**src/rtl/dmem_bus_arbiter.sv**
```systemverilog
// Data-memory port arbiter between the CPU MEM stage and a DMA requester.
// Optional statistics counters are built when DMEM_ARB_STATS_EN is defined.
module dmem_bus_arbiter #(
  parameter int unsigned ADDR_W    = 32,
  parameter int unsigned DATA_W    = 32,
  parameter int unsigned MAX_WAIT  = 4,
  parameter int unsigned MAX_BURST = 8
) (
  input  logic              clk,
  input  logic              reset,
  input  logic              cpu_rd,
  input  logic              cpu_wr,
  input  logic [ADDR_W-1:0] cpu_addr,
  input  logic [DATA_W-1:0] cpu_wdata,
  output logic [DATA_W-1:0] cpu_rdata,
  output logic              cpu_stall,
  input  logic              dma_req,
  input  logic              dma_we,
  input  logic              dma_lock,
  input  logic [ADDR_W-1:0] dma_addr,
  input  logic [DATA_W-1:0] dma_wdata,
  output logic              dma_gnt,
  output logic [DATA_W-1:0] dma_rdata,
  output logic              mem_rd,
  output logic              mem_wr,
  output logic [ADDR_W-1:0] mem_addr,
  output logic [DATA_W-1:0] mem_wdata,
  input  logic [DATA_W-1:0] mem_rdata,
  input  logic              stat_clr,
  output logic [31:0]       stat_stall,
  output logic [31:0]       stat_beats
);

  localparam logic [3:0] MaxWait  = 4'(MAX_WAIT);
  localparam logic [7:0] MaxBurst = 8'(MAX_BURST);

  logic       cpu_req;
  logic       sel_dma;
  logic       in_burst_q, in_burst_d;
  logic [7:0] burst_cnt_q, burst_cnt_d;
  logic [7:0] burst_inc;
  logic [3:0] wait_cnt_q, wait_cnt_d;

  assign cpu_req = cpu_rd | cpu_wr;

  // Ownership is forced to an idle CPU while reset is held so no beat can slip through.
  always_comb begin
    sel_dma = 1'b0;
    if (reset) begin
      if (in_burst_q && dma_req && (burst_cnt_q < MaxBurst)) begin
        sel_dma = 1'b1;
      end else if (cpu_req && (wait_cnt_q < MaxWait)) begin
        sel_dma = 1'b0;
      end else if (dma_req) begin
        sel_dma = 1'b1;
      end
    end
  end

  assign dma_gnt   = dma_req & sel_dma;
  assign cpu_stall = cpu_req & sel_dma;

  assign mem_rd    = reset & (sel_dma ? ~dma_we : cpu_rd);
  assign mem_wr    = reset & (sel_dma ?  dma_we : cpu_wr);
  assign mem_addr  = sel_dma ? dma_addr  : cpu_addr;
  assign mem_wdata = sel_dma ? dma_wdata : cpu_wdata;

  assign cpu_rdata = mem_rdata;
  assign dma_rdata = mem_rdata;

  always_comb begin
    wait_cnt_d = wait_cnt_q;
    if (dma_gnt) begin
      wait_cnt_d = '0;
    end else if (dma_req && (wait_cnt_q < MaxWait)) begin
      wait_cnt_d = wait_cnt_q + 4'd1;
    end
  end

  assign burst_inc = burst_cnt_q + 8'd1;

  // A grant that reaches MAX_BURST releases the lock; with MAX_BURST = 1 a lock never latches.
  always_comb begin
    in_burst_d  = in_burst_q;
    burst_cnt_d = burst_cnt_q;
    if (in_burst_q) begin
      if (!dma_req || !dma_lock || (dma_gnt && (burst_inc >= MaxBurst))) begin
        in_burst_d  = 1'b0;
        burst_cnt_d = '0;
      end else if (dma_gnt) begin
        burst_cnt_d = burst_inc;
      end
    end else if (dma_gnt && dma_lock && (MaxBurst > 8'd1)) begin
      in_burst_d  = 1'b1;
      burst_cnt_d = 8'd1;
    end
  end

  always_ff @(posedge clk or negedge reset) begin
    if (!reset) begin
      in_burst_q  <= 1'b0;
      burst_cnt_q <= '0;
      wait_cnt_q  <= '0;
    end else begin
      in_burst_q  <= in_burst_d;
      burst_cnt_q <= burst_cnt_d;
      wait_cnt_q  <= wait_cnt_d;
    end
  end

`ifdef DMEM_ARB_STATS_EN
  logic [31:0] stat_stall_q, stat_stall_d;
  logic [31:0] stat_beats_q, stat_beats_d;

  always_comb begin
    stat_stall_d = stat_stall_q;
    stat_beats_d = stat_beats_q;
    if (stat_clr) begin
      stat_stall_d = '0;
      stat_beats_d = '0;
    end else begin
      if (cpu_stall) stat_stall_d = stat_stall_q + 32'd1;
      if (dma_gnt)   stat_beats_d = stat_beats_q + 32'd1;
    end
  end

  always_ff @(posedge clk or negedge reset) begin
    if (!reset) begin
      stat_stall_q <= '0;
      stat_beats_q <= '0;
    end else begin
      stat_stall_q <= stat_stall_d;
      stat_beats_q <= stat_beats_d;
    end
  end

  assign stat_stall = stat_stall_q;
  assign stat_beats = stat_beats_q;
`else
  logic unused_stat_clr;
  assign unused_stat_clr = stat_clr;
  assign stat_stall      = '0;
  assign stat_beats      = '0;
`endif

endmodule
```
**config.mk**
```make
export PLATFORM = sky130hd
export DESIGN_NAME = dmem_bus_arbiter
export DESIGN_NICKNAME = d
export VERILOG_FILES = /design/src/rtl/dmem_bus_arbiter.sv
export SDC_FILE = /design/constraint.sdc
export NUM_CORES = 1
export LEC_CHECK = 0
export BUFFER_PORTS_ARGS = -buffer_cell sky130_fd_sc_hd__buf_2
export CORE_AREA = 4 4 141 143
export DETAILED_ROUTE_END_ITERATION = 8
export DIE_AREA = 0 0 145 147
export PLACE_DENSITY = 0.4
export SLEW_MARGIN = 40
export SYNTH_ARGS = -nofsm -noshare
export SYNTH_HDL_FRONTEND = slang
export SYNTH_SLANG_ARGS = --single-unit
```
**constraint.sdc**
```tcl
create_clock -name clk -period 3.95 [get_ports clk]
set_input_delay 0.395 -clock clk [delete_from_list [all_inputs] [get_ports clk]]
set_output_delay 0.395 -clock clk [all_outputs]
set_load 0.005 [all_outputs]
```
==> impl_metrics.ini, run 1 <==
[clocking]
cts_buffer_depth = 2
post_cts_resized = 0
numCtsBuffers = 3
clk_pin_slew_ns = 0.04
cts_max_level = 1
clock-root-buffer = clkbuf_16
cts_tree = built
cts_setup_buffers = 0
clock_latency_ns = 0.24
hold_buffers = 0
clkSinkCount = 13

[sta]
finalSetupTns_ns = 0
finalCritPeriodShare = 0.744
worst_slew_pin_slew_ns = 0.706
slew_viol_final = 0
fmax_mhz = 340
rsz0062_at_grt = false
slew_headroom = 0.528
skew_ns = 0.00229
hold_violations = 0
setup_viol = 0
period_needed_ns = 2.94

[power]
peakVddDrop_mv = 0.168
p_leak_nw = 1.70
p_per_area_mw_per_mm2 = 247
power_uw = 797

[finish]
final_util = 0.173
drive_gt1_frac = 0.646
syn_to_final_growth_pct = 25.0
final_nets = 589
n_antenna_cell = 0

[floorplan]
core_mm2 = 0.0186
rows = 50
ios = 364
die-area_mm2 = 0.0213
fp.dieH_um = 147
die_x_um = 145
start_util = 0.139

[global_route]
gr-total-overflow = 0
antenna_found_initial = 0
grt_pass1_wl_mm = 13.0
grt_start_max_net_pins = 22
track_usage = 0.0755
grt_pass1_vias = 2137

[worst_setup_path]
setup.worst_path.start_class = flip-flop
crit_path_end_kind = primary output
cp.required_ns = 3.56
cp.arrival_ns = 2.54
critPathKind = reg -> out
crit_fanout = 21

[yosys]
ys.flop_type = dfrtp_1
seq_area_frac_synth = 0.126
synth.avg_cell_area_um2 = 9.27
synthDistinctLibCells = 38
synth_cells = 278
ys_ff_latch = 13
yosysWarnings = 0
netlist_area_mm2 = 0.00258
synth_edf_count = 0
async_flop_share = 1.00

[routing]
wire_per_inst_um = 14.2
dr.first_iter.drc_count = 32
viasPerCell = 3.30
route.detailed.drc = 0
routed_wl_mm = 9.24
vias = 2151
drtPass1Iterations = 4
ant_nets = 0

[placement]
hpwl_mm = 8.29
io_buffers = 202
place_congestion = 0.750

[worst_hold_path]
hold_class = in -> async

[status]
outcome = finished, final reports clean

[flow_run]
max_cap_violations = 0
[path summary, 6_finish.rpt]
kind,depth (start not counted),startpoint,to,slack (ns)
max,6,burst_cnt_q[7],mem_wdata[14],1.01
min,1,reset,burst_cnt_q[3],0.07
max reg2reg,5,burst_cnt_q[7],burst_cnt_q[2],1.93
min reg2reg,1,wait_cnt_q[0],wait_cnt_q[0],0.49
max in group asynchronous,1,reset,burst_cnt_q[0],3.60
min in group clk,2,dma_req,wait_cnt_q[1],0.46
[synthesized netlist by cell type, types with 7 or more instances]
cell type,count,area (µm²)
dfrtp_1,13,325
nor2_1,8,30.0
and2_1,7,43.8
buf_6,8,90.1
buf_4,128,961
mux2_1,12,135
mux2_2,42,473
nand2_1,7,26.3
mux2_4,10,150
[metrics by stage]
step	hold WS [ns]	setup slack (ns)	cells	area, µm²
4_1_cts	0.0815	0.913	652	3220
2_1_floorplan	0.0994	1.94	341	2810
3_3_place_gp	0.335	1.17	648	3140
5_1_grt	0.0970	0.804	652	3220
6_report	0.0722	1.01	652	3220
3_5_place_dp	0.332	1.18	648	3140
[layout by cell type (no fill, tap or decap), types with 2 or more instances in the layout]
master	Yosys	routed
nand3_1	3	3
buf_4	128	5
o21ai_0	3	3
a21oi_1	3	3
mux2_2	42	42
nand2_1	7	7
nor2b_1	3	3
dfrtp_1	13	13
clkbuf_16	0	3
ha_1	2	2
and2_1	7	7
nor2_1	8	8
mux2_1	12	12
or2_2	2	2
nand4_1	2	2
mux2_4	10	10
and3_1	2	2
a31oi_1	2	2
inv_1	2	2
buf_12	0	2
buf_2	0	202
conb_1	1	64
[layout make-up]
| type | count | area (µm²) |
|---|---|---|
| Sequential cell | 13 | 325 |
| Inverter | 2 | 7.51 |
| Fill cell | 2124 | 15400 |
| Tap cell | 234 | 293 |
| Clock buffer | 4 | 78.8 |
| Multi-Input combinational cell | 190 | 1430 |
| Timing Repair Buffer | 209 | 1090 |
[power breakdown]
part,internal [mW],leakage (nW),switching [mW]
clock network,0.136,0.0382,0.0524
registers,0.154,0.174,0.0203
logic,0.235,1.49,0.199
total,0.526,1.70,0.272
[critical path: stages, from the launching register on]
cell and delay (ns):
dfrtp_1 0.43, nor4b_4 0.36, a211oi_4 0.13, nor2_4 0.57, buf_12 0.25, mux2_1 0.38
buf_2 0.15
[per-layer routing]
layer  global-route usage  share of wire
met5                    0              0
met4               0.0114          0.012
met3               0.0308           0.11
met2                0.124           0.47
met1               0.0953           0.41
[registers in the layout, summed over array words and instances (netlist names)]
name	count
wait_cnt_q	4
burst_cnt_q	8
in_burst_q	1
[kinds of logic after synthesis]
kind of cell	share of synthesized area
xor gates and xnor gates	0.00340
adders and majority gates	0.00971
DFF	0.126
buffers and inverters	0.411
and+or+nand+nor	0.0883
muxes	0.303
other	0.00145
AOI/OAI and AO/OA	0.0573
Power figures use the tool's default switching activity.
==> inputs of run 2 (changes only) <==
CORE_AREA = 4 4 139 141   (was 4 4 141 143)
DIE_AREA = 0 0 143 145   (was 0 0 145 147)
PLACE_DENSITY = 0.41   (was 0.4)
clock period = 2.9 ns   (was 3.95 ns; I/O delays follow)
==> run 2 against run 1 <==
Effect of this change: the flow now finishes with violations (hold timing); register-to-register slack got worse by 0.82 ns; cell count is 1.2% lower; clock-buffer cell count unchanged; via count up 0.37%; clock skew barely moved; worst setup slack lost 0.60 ns; clock power is 39% higher; non-clock buffer count decreased by 3; core utilization is 0.37 points higher; critical path type unchanged; largest power group unchanged; highest routed layer is now met5.
==> impl_metrics.ini, run 2 (synthesis results as in run 1) <==
[status]
outcome = finished, violations left
failed_checks = hold timing

[placement]
dpl-instance-area_mm2 = 0.00310
pre_cts_ws_ns = 0.637
hpwl_mm = 8.77
place_congestion = 0.716
io_buffers = 202

[worst_setup_path]
cp.arrival_ns = 2.20
critPathKind = reg -> out
r2r_cells = 6
cp.required_ns = 2.61
crit_fanout = 57
crit_chain = nor4b_4 > a211oi_4 > nor2_4 > buf_12 > mux2_1 > buf_2
setup.worst_path.start_class = flip-flop
crit_slowest_cell = dfrtp_1
crit_path_end_kind = primary output
worst_path_largest_cell_delay_ns = 0.43

[sta]
setup_viol = 0
period_needed_ns = 2.49
finalHoldWorstSlack_ns = -0.00175
finalCritPeriodShare = 0.858
hold_violations = 1
rsz0062_at_grt = false
skew_ns = 0.00203
finalSetupTns_ns = 0
fmax_mhz = 402
fin_ws_ns = 0.411
slew_viol_final = 0

[finish]
final_nets = 586
mostFrequentLayoutCells = buf_2, conb_1, mux2_2
n_fill_cell = 2072
multi_input_area_mm2 = 0.00143
seq_area_um2 = 325
reg_top3 = burst_cnt_q (8), wait_cnt_q (4), in_burst_q (1)
syn_to_final_growth_pct = 23.4
design_area_mm2 = 0.00318
drive_gt1_frac = 0.643
final_util = 0.177
layout_commonest_cell = buf_2
largest_reg_flops = 8
n_antenna_cell = 0
regMostFlops = burst_cnt_q

[global_route]
grt_pass1_wl_mm = 13.0
gr-total-overflow = 0
antenna_found_initial = 4
track_usage = 0.0822
grt_start_max_net_pins = 58
grt_pass1_vias = 2156

[routing]
vias = 2159
routed_wl_mm = 9.74
drtPass1Iterations = 5
route.detailed.drc = 0
dr.first_iter.drc_count = 55
wire_per_inst_um = 15.1
ant_nets = 0
viasPerCell = 3.35

[clocking]
cts_max_level = 1
cts_tree = built
numCtsBuffers = 3
hold_buffers = 0
post_cts_resized = 0
clock_latency_ns = 0.24
cts_buffer_depth = 2
cts_setup_buffers = 0
clkSinkCount = 13
clk_pin_slew_ns = 0.05
clock-root-buffer = clkbuf_16

[floorplan]
fp.dieH_um = 145
die-area_mm2 = 0.0207
rows = 49
die_x_um = 143
start_util = 0.143
core_mm2 = 0.0180
ios = 364

[power]
peakVddDrop_mv = 0.238
p_per_area_mw_per_mm2 = 342
power_mw = 1.09
p_leak_nw = 1.68

[flow_run]
max_cap_violations = 0

[worst_hold_path]
hold_class = in -> async
## run 2: cell count changes in the layout (fill, tap and decap cells not counted), sizes merged
cell and change:
buf -3
## run 2: metal layers
| layer | global-route usage | vias up | wire length, µm |
|---|---|---|---|
| li1 | - | 1023 | - |
| met1 | 0.0817 | 935 | 3110 |
| met2 | 0.136 | 179 | 4380 |
| met3 | 0.0678 | 14 | 2150 |
| met4 | 0.0119 | 8 | 46 |
| met5 | 0 | - | 46 |
## run 2: cell type report
class                           count  area share
Multi-Input combinational cell    190       0.449
Timing Repair Buffer              206       0.331
Sequential cell                    13       0.102
Tap cell                          229      0.0901
Clock buffer                        4      0.0248
Inverter                            2     0.00236
## run 2: final timing paths
path                                  end           start  slack (ns)
setup / recovery             mem_wdata[0]  burst_cnt_q[7]        0.41
hold / removal              wait_cnt_q[3]           reset      -0.002
setup reg to reg           burst_cnt_q[2]  burst_cnt_q[0]        1.11
hold reg to reg             wait_cnt_q[0]   wait_cnt_q[0]        0.49
max in group asynchronous  burst_cnt_q[2]           reset        2.71
min in group clk            wait_cnt_q[1]         dma_req        0.36
## run 2: stage by stage
stage / std cells / hold WS (ns)
floorplan: 341 / -0.00559
finish: 644 / -0.00175
global route: 644 / 0.0128
detailed placement: 640 / 0.262
CTS: 644 / 0.00336
global placement: 640 / 0.268
## run 2: power by group
group          switching, mW  total, mW  internal, mW  leakage, nW
combinational          0.276      0.587         0.311         1.47
clock                 0.0768      0.262         0.186       0.0382
sequential            0.0288      0.239         0.210        0.174
total                  0.382       1.09         0.706         1.68
## run 2: critical path, delay by kind of cell (launching register included)
kind | cells | cell delay, ns
and+or+nand+nor | 2 | 0.50
DFF | 1 | 0.43
buffers and inverters | 2 | 0.42
muxes | 1 | 0.40
AOI/OAI and AO/OA | 1 | 0.13
==> inputs of run 3 (changes only) <==
CORE_AREA = 4 4 138 140   (was 4 4 139 141)
DIE_AREA = 0 0 142 144   (was 0 0 143 145)
PLACE_DENSITY = 0.43   (was 0.41)
clock period = 2 ns   (was 2.9 ns; I/O delays follow)
==> run 3 against run 2 <==
Effect of this change: the flow finishes with violations (setup timing); core utilization grew 2.1 points; highest routed layer is now met4; sequential share of layout area shrank 1.0 points; critical endpoint is now mem_wdata[24]; die area shrank 1.4%; critical path depth grew 1.
==> impl_metrics.ini, run 3 (synthesis results as in run 1) <==
[status]
outcome = finished, violations left
failed_checks = setup timing

[worst_setup_path]
crit_path_end_kind = primary output
r2r-start = wait_cnt_q[2]
crit_fanout = 9
setup.worst_path.start_class = flip-flop
r2r_setup_slack_ns = 0.24
cp.required_ns = 1.80
r2r_cells = 7
critPathKind = reg -> out
cp.arrival_ns = 2.04
r2r_end = burst_cnt_q[2]

[global_route]
grt_pass1_vias = 2077
grt_start_max_net_pins = 34
track_usage = 0.0789
antenna_found_initial = 1
gr-total-overflow = 0
grt_pass1_wl_mm = 12.4

[routing]
viasPerCell = 3.39
wire_per_inst_um = 14.7
dr.first_iter.drc_count = 38
drtPass1Iterations = 4
routed_wl_mm = 9.73
vias = 2249
route.detailed.drc = 0
ant_nets = 0

[clocking]
clock_latency_ns = 0.24
numCtsBuffers = 3
clkSinkCount = 13
clock-root-buffer = clkbuf_16
cts_max_level = 1
cts_buffer_depth = 2
cts_tree = built
clk_pin_slew_ns = 0.04

[power]
power_mw = 1.76
p_leak_nw = 1.88
p_per_area_mw_per_mm2 = 500
peakVddDrop_mv = 0.388

[worst_hold_path]
hold_class = in -> reg
hold_path_end = wait_cnt_q[1]
min-delay-start = dma_req
min_path_cells = 3

[sta]
finalSetupTns_ns = -12.15
slew_viol_final = 0
fmax_mhz = 446
period_needed_ns = 2.24
rsz0062_at_grt = true
hold_violations = 0
skew_ns = 0.000564
finalCritPeriodShare = 1.12
fin_ws_ns = -0.242
setup_viol = 66

[floorplan]
rows = 49
core_mm2 = 0.0178
start_util = 0.144
die-area_mm2 = 0.0204
ios = 364
fp.dieH_um = 144
die_x_um = 142

[flow_run]
max_cap_violations = 0

[finish]
n_antenna_cell = 0
syn_to_final_growth_pct = 36.8
regMostFlops = burst_cnt_q
n_fill_cell = 2031
final_nets = 606
drive_gt1_frac = 0.669
mostFrequentLayoutCells = buf_2, conb_1, mux2_2
reg_top3 = burst_cnt_q (8), wait_cnt_q (4), in_burst_q (1)
largest_reg_flops = 8
layout_commonest_cell = buf_2

[placement]
pre_cts_ws_ns = -0.112
place_congestion = 0.718
io_buffers = 202
hpwl_mm = 8.32
[run 3: cell count changes in the layout (fill, tap and decap cells not counted), moves of 5 or more]
| cell | change |
|---|---|
| buf_4 | +16 |
| buf_2 | -14 |
| buf_6 | +14 |
| mux2_4 | +14 |
| mux2_2 | -9 |
| mux2_1 | -5 |
[run 3: power by group]
group	total [mW]	switching, mW	internal, mW
sequential	0.334	0.0293	0.305
combinational	1.06	0.453	0.602
clock	0.375	0.106	0.269
total	1.76	0.588	1.18
[run 3: metal layers]
| layer | wire [µm] | vias to the layer above | part of all wire | GRT usage |
|---|---|---|---|---|
| met5 | 0 | - | 0 | 0 |
| met4 | 114 | 0 | 0.012 | 0.0146 |
| met3 | 1160 | 12 | 0.12 | 0.0268 |
| met2 | 4700 | 169 | 0.48 | 0.133 |
| met1 | 3760 | 1003 | 0.39 | 0.0989 |
| li1 | - | 1065 | - | - |
[run 3: worst max-delay path by stage]
stage | depth (start not counted) | end | from
finish | 7 | mem_wdata[24] | burst_cnt_q[7]
global route | 7 | mem_addr[3] | burst_cnt_q[7]
CTS | 7 | mem_addr[3] | burst_cnt_q[7]
detailed placement | 6 | mem_wdata[28] | burst_cnt_q[7]
global placement | 6 | mem_wdata[28] | burst_cnt_q[7]
floorplan | 5 | mem_addr[0] | burst_cnt_q[7]
[run 3: final cells by class]
| type | count | area (µm²) | area share |
|---|---|---|---|
| inverter | 2 | 7.51 | 0.00213 |
| sequential | 13 | 325 | 0.0922 |
| multi-input combinational | 190 | 1490 | 0.421 |
| timing repair buffer | 226 | 1340 | 0.381 |
| clock buffer | 4 | 78.8 | 0.0223 |
| tap | 229 | 287 | 0.0812 |
[run 3: worst max-delay path, cell delays in order (launching register included)]
cell,delay (ns)
dfrtp_1,0.40
nor4b_4,0.33
a211oi_4,0.11
nor2_4,0.16
buf_4,0.18
buf_16,0.15
mux2_1,0.33
buf_2,0.13
[run 3: timing repair]
item | CTS | global route
hold buffers | 1 | 0
endpoints found under the setup margin | 67 | 67
hold endpoints to repair | 13 | 0
gates cloned | 1 | 1
setup buffers | 3 | 3
pin swaps | 1 | 0
gates resized for setup | 26 | 8
[run 3: per-stage QoR]
step / util / instances / instance area (µm²) / hold slack (ns)
after global placement: 0.179 / 651 / 3200 / 0.173
final: 0.198 / 664 / 3530 / 0.307
after CTS: 0.193 / 660 / 3440 / 0.305
after detailed placement: 0.179 / 651 / 3200 / 0.175
after global routing: 0.198 / 664 / 3530 / 0.335
after floorplan: - / 341 / 2810 / -0.0956
